File: src/rtl/dma_regs_pkg.sv
// DMA control register map: offsets, bit positions, AXI response codes, byte-strobe merge.
// Latency: none (constants and a pure function).
// Backpressure: not applicable.
package dma_regs_pkg;

    localparam logic [7:0] CR_OFS     = 8'h30;
    localparam logic [7:0] SR_OFS     = 8'h34;
    localparam logic [7:0] DA_OFS     = 8'h48;
    localparam logic [7:0] LENGTH_OFS = 8'h58;

    localparam int RS_BIT     = 0;
    localparam int IOC_EN_BIT = 12;
    localparam int HALTED_BIT = 0;
    localparam int IDLE_BIT   = 1;
    localparam int IOC_BIT    = 12;

    typedef enum logic [1:0] {
        OKAY   = 2'b00,
        SLVERR = 2'b10
    } resp_t;

    // Replace only the bytes whose write strobe is set.
    function automatic logic [31:0] apply_strb(input logic [31:0] old_val,
                                               input logic [31:0] new_val,
                                               input logic [3:0]  strb);
        logic [31:0] merged;
        for (int b = 0; b < 4; b++) begin
            merged[b*8 +: 8] = strb[b] ? new_val[b*8 +: 8] : old_val[b*8 +: 8];
        end
        return merged;
    endfunction

endpackage

File: src/rtl/dma_register_responder_if.sv
// AXI-lite bundle (AW/W/B/AR/R) between the DMA manager and the register responder.
// Latency: none (wires only).
// Backpressure: standard valid/ready on every channel.
interface dma_register_responder_if #(
    parameter int ADDR_WIDTH = 32,
    parameter int DATA_WIDTH = 32
);
    logic [ADDR_WIDTH-1:0]   awaddr;
    logic                    awvalid;
    logic                    awready;
    logic [DATA_WIDTH-1:0]   wdata;
    logic [DATA_WIDTH/8-1:0] wstrb;
    logic                    wvalid;
    logic                    wready;
    logic [1:0]              bresp;
    logic                    bvalid;
    logic                    bready;
    logic [ADDR_WIDTH-1:0]   araddr;
    logic                    arvalid;
    logic                    arready;
    logic [DATA_WIDTH-1:0]   rdata;
    logic [1:0]              rresp;
    logic                    rvalid;
    logic                    rready;

    modport master (
        output awaddr, awvalid, wdata, wstrb, wvalid, bready, araddr, arvalid, rready,
        input  awready, wready, bresp, bvalid, arready, rdata, rresp, rvalid
    );

    modport slave (
        input  awaddr, awvalid, wdata, wstrb, wvalid, bready, araddr, arvalid, rready,
        output awready, wready, bresp, bvalid, arready, rdata, rresp, rvalid
    );
endinterface

File: src/rtl/axi_lite_slave_frontend.sv
// AXI-lite slave handshake engine: 1-entry AW and W holds, B and R response registers.
// Latency: register strobe 1 cycle after both holds fill (BVALID same cycle); RVALID 1 cycle after AR.
// Backpressure: a hold's READY drops while full or while B pending; ARREADY drops while R pending.
module axi_lite_slave_frontend
    import dma_regs_pkg::*;
#(
    parameter int DATA_WIDTH   = 32,
    parameter int OFFSET_WIDTH = 8
) (
    input  logic                      clock,
    input  logic                      reset,
    dma_register_responder_if.slave   axi,
    output logic                      wr_en,
    output logic [OFFSET_WIDTH-1:0]   wr_addr,
    output logic [DATA_WIDTH-1:0]     wr_data,
    output logic [DATA_WIDTH/8-1:0]   wr_strb,
    input  logic                      wr_err,
    output logic                      rd_en,
    output logic [OFFSET_WIDTH-1:0]   rd_addr,
    input  logic [DATA_WIDTH-1:0]     rd_data,
    input  logic                      rd_err
);
    logic                    ready_en;
    logic                    aw_full;
    logic                    w_full;
    logic                    b_pending;
    logic                    r_pending;
    logic [OFFSET_WIDTH-1:0] aw_addr_q;
    logic [DATA_WIDTH-1:0]   w_data_q;
    logic [DATA_WIDTH/8-1:0] w_strb_q;
    resp_t                   b_resp_q;
    resp_t                   r_resp_q;
    logic [DATA_WIDTH-1:0]   r_data_q;
    logic                    aw_rdy;
    logic                    w_rdy;
    logic                    ar_rdy;

    // Only the low offset bits are ever decoded, so only those are held.
    assign aw_rdy = ready_en & ~aw_full & ~b_pending;
    assign w_rdy  = ready_en & ~w_full & ~b_pending;
    assign ar_rdy = ready_en & ~r_pending;

    assign axi.awready = aw_rdy;
    assign axi.wready  = w_rdy;
    assign axi.arready = ar_rdy;
    assign axi.bvalid  = b_pending;
    assign axi.bresp   = b_resp_q;
    assign axi.rvalid  = r_pending;
    assign axi.rdata   = r_data_q;
    assign axi.rresp   = r_resp_q;

    assign wr_en   = aw_full & w_full & ~b_pending;
    assign wr_addr = aw_addr_q;
    assign wr_data = w_data_q;
    assign wr_strb = w_strb_q;

    assign rd_en   = axi.arvalid & ar_rdy;
    assign rd_addr = axi.araddr[OFFSET_WIDTH-1:0];

    // Write side: fill holds independently, fire the register strobe once both are full, then hold B.
    always_ff @(posedge clock or negedge reset) begin
        if (!reset) begin
            ready_en  <= 1'b0;
            aw_full   <= 1'b0;
            w_full    <= 1'b0;
            aw_addr_q <= '0;
            w_data_q  <= '0;
            w_strb_q  <= '0;
            b_pending <= 1'b0;
            b_resp_q  <= OKAY;
        end else begin
            ready_en <= 1'b1;
            if (axi.awvalid && aw_rdy) begin
                aw_full   <= 1'b1;
                aw_addr_q <= axi.awaddr[OFFSET_WIDTH-1:0];
            end
            if (axi.wvalid && w_rdy) begin
                w_full   <= 1'b1;
                w_data_q <= axi.wdata;
                w_strb_q <= axi.wstrb;
            end
            if (wr_en) begin
                aw_full   <= 1'b0;
                w_full    <= 1'b0;
                b_pending <= 1'b1;
                b_resp_q  <= wr_err ? SLVERR : OKAY;
            end else if (b_pending && axi.bready) begin
                b_pending <= 1'b0;
            end
        end
    end

    // Read side: capture the register view on AR and hold it until RREADY.
    always_ff @(posedge clock or negedge reset) begin
        if (!reset) begin
            r_pending <= 1'b0;
            r_data_q  <= '0;
            r_resp_q  <= OKAY;
        end else if (rd_en) begin
            r_pending <= 1'b1;
            r_data_q  <= rd_data;
            r_resp_q  <= rd_err ? SLVERR : OKAY;
        end else if (r_pending && axi.rready) begin
            r_pending <= 1'b0;
        end
    end

endmodule

File: src/rtl/dma_register_responder.sv
// DMA control register block (CR/SR/DA/LENGTH) that launches transfers and reports completion.
// Latency: transfer_start and BVALID in the same cycle, 1 cycle after the LENGTH write is complete; irq 1 cycle after IOC&IOC_EN.
// Backpressure: AXI-lite valid/ready via the frontend; transfer_start/transfer_done are unthrottled pulses.
module dma_register_responder
    import dma_regs_pkg::*;
#(
    parameter int ADDR_WIDTH   = 32,
    parameter int DATA_WIDTH   = 32,
    parameter int OFFSET_WIDTH = 8,
    parameter int LENGTH_WIDTH = 26
) (
    input  logic                      clock,
    input  logic                      reset,
    dma_register_responder_if.slave   axi,
    input  logic                      transfer_done,
    output logic                      transfer_start,
    output logic [ADDR_WIDTH-1:0]     transfer_addr,
    output logic [LENGTH_WIDTH-1:0]   transfer_size,
    output logic                      busy,
    output logic                      irq
);
    logic                    wr_en;
    logic [OFFSET_WIDTH-1:0] wr_addr;
    logic [DATA_WIDTH-1:0]   wr_data;
    logic [DATA_WIDTH/8-1:0] wr_strb;
    logic                    wr_err;
    logic                    rd_en;
    logic [OFFSET_WIDTH-1:0] rd_addr;
    logic [DATA_WIDTH-1:0]   rd_data;
    logic                    rd_err;

    logic                    rs;
    logic                    ioc_en;
    logic                    ioc;
    logic [31:0]             da;
    logic [LENGTH_WIDTH-1:0] length;

    logic [31:0] cr_view;
    logic [31:0] sr_view;
    logic [31:0] len_view;
    logic [31:0] wr_merged;
    logic        busy_after_done;
    logic        wr_ok;
    logic        wr_cr;
    logic        wr_sr;
    logic        wr_da;
    logic        wr_len;
    logic        start_now;

    axi_lite_slave_frontend #(
        .DATA_WIDTH   (DATA_WIDTH),
        .OFFSET_WIDTH (OFFSET_WIDTH)
    ) u_frontend (
        .clock   (clock),
        .reset   (reset),
        .axi     (axi),
        .wr_en   (wr_en),
        .wr_addr (wr_addr),
        .wr_data (wr_data),
        .wr_strb (wr_strb),
        .wr_err  (wr_err),
        .rd_en   (rd_en),
        .rd_addr (rd_addr),
        .rd_data (rd_data),
        .rd_err  (rd_err)
    );

    function automatic logic is_mapped(input logic [OFFSET_WIDTH-1:0] ofs);
        return (ofs == OFFSET_WIDTH'(CR_OFS)) || (ofs == OFFSET_WIDTH'(SR_OFS)) ||
               (ofs == OFFSET_WIDTH'(DA_OFS)) || (ofs == OFFSET_WIDTH'(LENGTH_OFS));
    endfunction

    function automatic logic [31:0] sel_reg(input logic [OFFSET_WIDTH-1:0] ofs,
                                            input logic [31:0] cr_v, input logic [31:0] sr_v,
                                            input logic [31:0] da_v, input logic [31:0] len_v);
        logic [31:0] v;
        v = '0;
        if (ofs == OFFSET_WIDTH'(CR_OFS))     v = cr_v;
        if (ofs == OFFSET_WIDTH'(SR_OFS))     v = sr_v;
        if (ofs == OFFSET_WIDTH'(DA_OFS))     v = da_v;
        if (ofs == OFFSET_WIDTH'(LENGTH_OFS)) v = len_v;
        return v;
    endfunction

    // Register views as seen on the bus; unimplemented bits read zero.
    always_comb begin
        cr_view = '0;
        cr_view[RS_BIT]     = rs;
        cr_view[IOC_EN_BIT] = ioc_en;
        sr_view = '0;
        sr_view[HALTED_BIT] = ~rs;
        sr_view[IDLE_BIT]   = ~busy;
        sr_view[IOC_BIT]    = ioc;
        len_view = 32'(length);
    end

    // A done arriving with a write retires first, so the write sees the post-done busy state.
    assign busy_after_done = busy & ~transfer_done;
    assign wr_merged = apply_strb(sel_reg(wr_addr, cr_view, sr_view, da, len_view),
                                  wr_data[31:0], wr_strb[3:0]);
    assign wr_len    = (wr_addr == OFFSET_WIDTH'(LENGTH_OFS));
    assign wr_cr     = (wr_addr == OFFSET_WIDTH'(CR_OFS));
    assign wr_sr     = (wr_addr == OFFSET_WIDTH'(SR_OFS));
    assign wr_da     = (wr_addr == OFFSET_WIDTH'(DA_OFS));
    assign wr_err    = ~is_mapped(wr_addr) | (wr_len & busy_after_done);
    assign wr_ok     = wr_en & ~wr_err;
    assign start_now = wr_ok & wr_len & rs & (wr_merged[LENGTH_WIDTH-1:0] != '0);

    assign rd_err  = ~is_mapped(rd_addr);
    assign rd_data = DATA_WIDTH'(sel_reg(rd_addr, cr_view, sr_view, da, len_view));

    // Register file, transfer launch/completion tracking and the registered interrupt.
    always_ff @(posedge clock or negedge reset) begin
        if (!reset) begin
            rs             <= 1'b0;
            ioc_en         <= 1'b0;
            ioc            <= 1'b0;
            da             <= '0;
            length         <= '0;
            busy           <= 1'b0;
            irq            <= 1'b0;
            transfer_start <= 1'b0;
            transfer_addr  <= '0;
            transfer_size  <= '0;
        end else begin
            transfer_start <= start_now;
            irq            <= ioc & ioc_en;
            busy           <= start_now | busy_after_done;
            if (wr_ok && wr_cr) begin
                rs     <= wr_merged[RS_BIT];
                ioc_en <= wr_merged[IOC_EN_BIT];
            end
            if (wr_ok && wr_da) begin
                da <= wr_merged;
            end
            if (wr_ok && wr_len) begin
                length <= wr_merged[LENGTH_WIDTH-1:0];
            end
            if (start_now) begin
                transfer_addr <= ADDR_WIDTH'(da);
                transfer_size <= wr_merged[LENGTH_WIDTH-1:0];
            end
            // Completion beats a simultaneous write-1-to-clear.
            if (busy && transfer_done) begin
                ioc <= 1'b1;
            end else if (wr_ok && wr_sr && wr_strb[IOC_BIT/8] && wr_data[IOC_BIT]) begin
                ioc <= 1'b0;
            end
        end
    end

endmodule

File: src/flat_wrapper.sv
// flat-port wrapper written by rule: the top's interface ports become plain ports
module dma_register_responder_flat import dma_regs_pkg::*;
#(
    parameter int ADDR_WIDTH   = 32,
    parameter int DATA_WIDTH   = 32,
    parameter int OFFSET_WIDTH = 8,
    parameter int LENGTH_WIDTH = 26
)
  (clock, reset, transfer_done, transfer_start, transfer_addr, transfer_size, busy, irq, axi_awaddr, axi_awvalid, axi_wdata, axi_wstrb, axi_wvalid, axi_bready, axi_araddr, axi_arvalid, axi_rready, axi_awready, axi_wready, axi_bresp, axi_bvalid, axi_arready, axi_rdata, axi_rresp, axi_rvalid);
  dma_register_responder_if #(.ADDR_WIDTH(ADDR_WIDTH), .DATA_WIDTH(DATA_WIDTH)) axi_i ();
  input  logic clock;
  input  logic reset;
  input  logic transfer_done;
  output logic transfer_start;
  output logic [ADDR_WIDTH-1:0] transfer_addr;
  output logic [LENGTH_WIDTH-1:0] transfer_size;
  output logic busy;
  output logic irq;
  input wire logic [$bits(axi_i.awaddr)-1:0] axi_awaddr;
  input wire logic [$bits(axi_i.awvalid)-1:0] axi_awvalid;
  input wire logic [$bits(axi_i.wdata)-1:0] axi_wdata;
  input wire logic [$bits(axi_i.wstrb)-1:0] axi_wstrb;
  input wire logic [$bits(axi_i.wvalid)-1:0] axi_wvalid;
  input wire logic [$bits(axi_i.bready)-1:0] axi_bready;
  input wire logic [$bits(axi_i.araddr)-1:0] axi_araddr;
  input wire logic [$bits(axi_i.arvalid)-1:0] axi_arvalid;
  input wire logic [$bits(axi_i.rready)-1:0] axi_rready;
  output wire logic [$bits(axi_i.awready)-1:0] axi_awready;
  output wire logic [$bits(axi_i.wready)-1:0] axi_wready;
  output wire logic [$bits(axi_i.bresp)-1:0] axi_bresp;
  output wire logic [$bits(axi_i.bvalid)-1:0] axi_bvalid;
  output wire logic [$bits(axi_i.arready)-1:0] axi_arready;
  output wire logic [$bits(axi_i.rdata)-1:0] axi_rdata;
  output wire logic [$bits(axi_i.rresp)-1:0] axi_rresp;
  output wire logic [$bits(axi_i.rvalid)-1:0] axi_rvalid;
  assign axi_i.awaddr = axi_awaddr;
  assign axi_i.awvalid = axi_awvalid;
  assign axi_i.wdata = axi_wdata;
  assign axi_i.wstrb = axi_wstrb;
  assign axi_i.wvalid = axi_wvalid;
  assign axi_i.bready = axi_bready;
  assign axi_i.araddr = axi_araddr;
  assign axi_i.arvalid = axi_arvalid;
  assign axi_i.rready = axi_rready;
  assign axi_awready = axi_i.awready;
  assign axi_wready = axi_i.wready;
  assign axi_bresp = axi_i.bresp;
  assign axi_bvalid = axi_i.bvalid;
  assign axi_arready = axi_i.arready;
  assign axi_rdata = axi_i.rdata;
  assign axi_rresp = axi_i.rresp;
  assign axi_rvalid = axi_i.rvalid;
  dma_register_responder #(.ADDR_WIDTH(ADDR_WIDTH), .DATA_WIDTH(DATA_WIDTH), .OFFSET_WIDTH(OFFSET_WIDTH), .LENGTH_WIDTH(LENGTH_WIDTH)) u_core (.clock(clock), .reset(reset), .axi(axi_i), .transfer_done(transfer_done), .transfer_start(transfer_start), .transfer_addr(transfer_addr), .transfer_size(transfer_size), .busy(busy), .irq(irq));
endmodule
File: config.mk
export PLATFORM = sky130hd
export DESIGN_NAME = dma_register_responder_flat
export DESIGN_NICKNAME = d
export VERILOG_FILES = /design/src/rtl/dma_regs_pkg.sv /design/src/rtl/dma_register_responder_if.sv /design/src/rtl/axi_lite_slave_frontend.sv /design/src/rtl/dma_register_responder.sv /design/src/flat_wrapper.sv
export SDC_FILE = /design/constraint.sdc
export NUM_CORES = 1
export LEC_CHECK = 0
export ABC_AREA = 0
export BUFFER_PORTS_ARGS = -buffer_cell sky130_fd_sc_hd__buf_2
export CORE_MARGIN = 2
export CORE_UTILIZATION = 49
export CTS_CLUSTER_SIZE = 10
export DETAILED_ROUTE_END_ITERATION = 12
export PLACE_DENSITY = 0.74
export SLEW_MARGIN = 20
export SYNTH_ARGS = -nofsm -noshare
export SYNTH_HDL_FRONTEND = slang
export SYNTH_SLANG_ARGS = --single-unit
File: constraint.sdc
create_clock -name clock -period 6.3 [get_ports clock]
set_clock_uncertainty 0.1 [all_clocks]
set_input_delay 0 -clock clock [delete_from_list [all_inputs] [get_ports clock]]
set_output_delay 0 -clock clock [all_outputs]
set_load 0.02 [all_outputs]
Word level (Yosys, flattened, before mapping)
Cells that the tools add are included.
{ "op_classes": {"eq_ne": 9, "mux": 24, "n_bitwise": 26, "n_reduce_logical": 24} }
{ "ops": {"columns": ["cell", "count"], "rows": [
  ["32-bit 2-to-1 mux", 4],
  ["13-bit 2-to-1 mux", 4],
  ["8-bit by 6-bit == test with 1-bit output (second input constant)", 4],
  ["8-bit by 7-bit == test with 1-bit output (second input constant)", 4],
  ["8-bit 2-to-1 mux", 4],
  ["26-bit nonzero test", 1],
  ["1-bit AND", 15],
  ["1-bit logical AND", 11],
  ["1-bit 2-to-1 mux", 10],
  ["2-bit nonzero test", 5],
  ["1-bit NOT", 9],
  ["1-bit logical OR", 6],
  ["2-bit 2-to-1 mux", 2],
  ["3-bit inequality test (second input constant)", 1],
  ["1-bit bitwise OR", 2],
  ["2-bit AND reduction", 1]
]} }
{ "totals": {"ff_bits": 207, "inputBits": 108, "out_inout_bits": 102} }

Depth between registers and ports, before layout
{ "depth": {"ltp_word": 13, "mapped_depth": 11} }

Modules after synthesis
A second synthesis with hierarchy kept.
{ "unflattened": {"cells_unflattened": 715, "area_unflattened_um2": 9434.0} }
{ "modules_own_cells": {"columns": ["mod", "instances", "cells_per_inst", "area_per_inst_um2", "seq_area_each_um2"], "rows": [
  ["dma_register_responder", 1, 516, 6079.6, 3052.9],
  ["axi_lite_slave_frontend", 1, 199, 3354.5, 2077.0]
]} }

Least setup slack after synthesis
Ideal clock, no wire load.
{ "synth_path": {"kind": "register to register", "from": "register u_core.u_frontend.aw_addr_q[7], in the netlist u_core.u_frontend.wr_addr[7]", "to": "register u_core.transfer_addr[0]", "setup_ps": 125, "arrival_ps": 2515, "t_required_ps": 6075, "slack_ps": 3560, "stages_incl_launch_ff": 9, "synth_period_minus_slack_ps": 2740, "cell_sequence": "dfrtp_1 > or3_4 > buf_6 > or2_1 > o32a_1 > o31a_1 > a31oi_4 > buf_6 > mux2_4"} }
{ "synth_between": {"elab_chain_cells": 11, "word_cells_on_any_way": 24} }
{ "synth_rtl": {"columns": ["element", "line_no", "text"], "rows": [
  ["from (decl)", "axi_lite_slave_frontend.sv:28", "logic [OFFSET_WIDTH-1:0] aw_addr_q;"],
  ["from (signal assigned)", "axi_lite_slave_frontend.sv:75", "aw_addr_q <= axi.awaddr[OFFSET_WIDTH-1:0];"],
  ["parallel branches: the longest is 10 deep, another holds 32-bit 2-to-1 mux", null, null],
  ["1-bit AND *", "dma_register_responder.sv:107", "assign start_now = wr_ok & wr_len & rs & (wr_merged[LENGTH_WIDTH-1:0] != '0);"],
  ["to (signal assigned)", "dma_register_responder.sv:140", "transfer_addr <= ADDR_WIDTH'(da);"],
  ["to (decl)", "dma_register_responder.sv:17", "output logic [ADDR_WIDTH-1:0] transfer_addr,"]
]} }
Every way passes the cells marked *. The select of a mux whose other input is x is not followed.
A chain may end at the register's enable or synchronous reset.

Worst setup path after layout
{ "layout_path": {"from": "register u_core.u_frontend.aw_addr_q[7], in the netlist u_core.u_frontend.wr_addr[7]", "to": "register u_core.transfer_addr[9]"} }
Same word-level chain as after synthesis.

==> results.toml <==
[cts]
cts_tree = "built"
cts_htree_levels = 1
clock-sinks = 205
cts_root_buf = "clkbuf_16"
postCtsSetupBuffers = 0
clock_path_buffers = 3
cts_buffers = 24
path_clk_slew_ps = 50
clk_latency_ps = 500

[logic_synthesis]
ys_types = 47
synthFlopType = "dfrtp_1"
synth-async-reset-ratio_pct = 100.0
avgSynthCellArea_um2 = 12.35
synth_edf_count = 0
syn_area_um2 = 8992
synth-seq-area-share_pct = 57.05
yosysWarnings = 0
synth.ff_latch_count = 205
postSynthCellCount = 728

[setup_path]
required_ps = 6580
slowest_stage = "buf_4"
worstSetupPathType = "register to register"
start_kind = "register"
cpPeakStageDelay_ps = 750
cp_num_buf_inv = 2
crit_family = "simple AND/OR/NAND/NOR gates"
worstSetupEndpointType = "register"
cpMostUsedCell = "buf_4"
path_cells = "or3_4, or2_2, nor3_4, buf_4, nand2_1, a31oi_4, buf_4, mux2_4"
crit_arrival_ps = 4580
critPathMaxFanout = 59

[die]
initial_utilization_pct = 50.06
pin_count = 210
die_h_um = 139.5
dieArea_um2 = 19450
coreArea_um2 = 17960
row_count = 49
die_x_um = 139.5

[sta]
setup_viol_count_final = 0
slew_viol_final = 0
worst_pin_slew_ps = 1043
fmax_mhz = 232.7
rsz0062_at_grt = "false"
fin_crit_ps = 4297
hold_violations = 0
fin_crit_sh_pct = 68.20
slew_headroom_pct = 29.56
fin_tns_setup_ps = 0

[finish]
final_cells = 1158
fill_cells = 1436
antenna_cells = 0
area_growth_syn_to_layout_pct = 23.49
drive_above_1_share_pct = 32.40
finish.net_count = 1035

[global_routing]
grt_pass1_wl_um = 36490
overflow = 0
grt_pass1_vias = 6376
antenna_found_initial = 0
grt_use_total_pct = 23.35
grt_max_degree = 128

[power_and_ir_drop]
p_leak_nw = 5.410
p_per_area_nw_per_um2 = 361.5
ir_drop_mv = 0.2381

[place]
port_buffers = 159
dp_hpwl_um = 14830
gp_congestion = 0.8503
dp_cells = 1074

[detailed_routing]
drc = 0
ant_nets = 0
viasPerCell = 5.566
wl_um = 22540
drtIter0Drc = 549
vias = 6445
wire_per_inst_um = 19.46
dr.pass1.iters = 7

[flow_run]
drv_cap = 0

[outcome]
status = "finished, final reports clean"

[min_path]
min_path_type = "primary input to register"
through the flow:
stage | utilization (%) | power [mW] | area (um2) | setup WS (ps) | hold WS, ps
final | 61.82 | 4.014 | 11100 | 2003 | 32.18
after global routing | 61.82 | 4.211 | 11100 | 1834 | 65.38
after CTS | 61.79 | 4.019 | 11100 | 2073 | 9.080
after floorplan | - | 2.468 | 8996 | 3560 | -395.6
after global placement | 55.01 | 2.733 | 9882 | 2128 | 79.71
after detailed placement | 55.01 | 2.773 | 9882 | 2083 | 88.64
final cells by class:
class	instances	area (um2)	area share, %
tap	229	286.5	2.580
clock buffer	28	656.9	5.915
inverter	29	108.9	0.9803
timing repair buffer	223	1425	12.83
multi-input combinational	444	3497	31.49
sequential	205	5130	46.20
logic make-up after synthesis:
logic type / share of synthesized area [%]
muxes: 20.43
xor gates and xnor gates: 0.1948
other: 0.08352
DFF: 57.05
AOI/OAI and AO/OA: 10.55
and+or+nand+nor: 7.430
buffers and inverters: 4.272
registers in the layout, indices dropped and copies added, names as in the netlist, 4 cells and up:
name	flops
u_core.u_frontend.wr_addr	8
u_core.length	26
u_core.transfer_addr	32
u_core.u_frontend.axi.rdata	32
u_core.transfer_size	26
u_core.da	32
u_core.u_frontend.wr_strb	4
u_core.u_frontend.wr_data	32
final timing paths:
path	from	to	slack (ps)	depth (start not counted)
setup / recovery	u_core.u_frontend.wr_addr[7]	u_core.transfer_addr[9]	2000	8
hold / removal	axi_araddr[6]	u_core.u_frontend.axi.rresp[1]	30	5
setup reg to reg	u_core.u_frontend.wr_addr[7]	u_core.transfer_addr[9]	2000	8
hold reg to reg	u_core.u_frontend.axi.rdata[23]	u_core.u_frontend.axi.rdata[23]	360	2
max in group asynchronous	reset	u_core.transfer_addr[27]	4390	3
min in group asynchronous	reset	u_core.u_frontend.axi.bvalid	90	2
layout by cell type, fill, tap and decap left out, types with 9 or more instances in the layout:
| master | n |
|---|---|
| a21oi_1 | 44 |
| buf_2 | 158 |
| clkbuf_16 | 25 |
| dfrtp_1 | 205 |
| dlygate4sd3_1 | 56 |
| inv_1 | 29 |
| mux2_2 | 64 |
| mux2_4 | 35 |
| mux2i_1 | 59 |
| nand2_1 | 62 |
| nor2_1 | 45 |
| nor3_1 | 9 |
| o21ai_0 | 15 |
| o22ai_1 | 13 |
| o31ai_1 | 24 |
| o41a_1 | 9 |
| o41ai_1 | 10 |
worst register-to-register path: cells and delay by family (launching register included):
kind / cells / cell delay, ps
buffers and inverters: 2 / 1200
and+or+nand+nor: 4 / 1740
AOI/OAI and AO/OA: 1 / 280
muxes: 1 / 490
DFF: 1 / 370
power breakdown:
part / switching (mW) / internal [mW] / leakage [nW] / total [mW]
logic: 0.534 / 0.432 / 2.45 / 0.967
clock network: 0.481 / 0.719 / 0.324 / 1.20
registers: 0.276 / 1.57 / 2.63 / 1.85
synthesized netlist by cell type, types with 4 or more instances:
master | count | share of area, %
nor2_1 | 45 | 1.9
mux2_2 | 64 | 8.0
mux2_4 | 35 | 5.8
o22ai_1 | 13 | 0.90
o31ai_1 | 24 | 2.0
inv_1 | 29 | 1.2
mux2i_1 | 59 | 6.6
o41a_1 | 9 | 1.1
buf_4 | 4 | 0.33
o41ai_1 | 10 | 0.97
nor3_1 | 9 | 0.50
dfrtp_1 | 205 | 57
o21ai_0 | 15 | 0.83
a22o_1 | 7 | 0.68
buf_2 | 7 | 0.39
nand2_1 | 63 | 2.6
buf_6 | 8 | 1.0
clkbuf_1 | 29 | 1.2
a21oi_1 | 44 | 2.4
metal layers:
metal	track usage, %	part of all wire, %
met4	5.635	2.2
met2	34.93	45
met1	35.53	47
met3	4.336	6.5
met5	0	0
timing repair:
action	4_1_cts	5_1_grt
gates resized for setup	0	0
hold endpoints to repair	179	0
hold buffers	56	0
(Power assumes the default switching activity.)
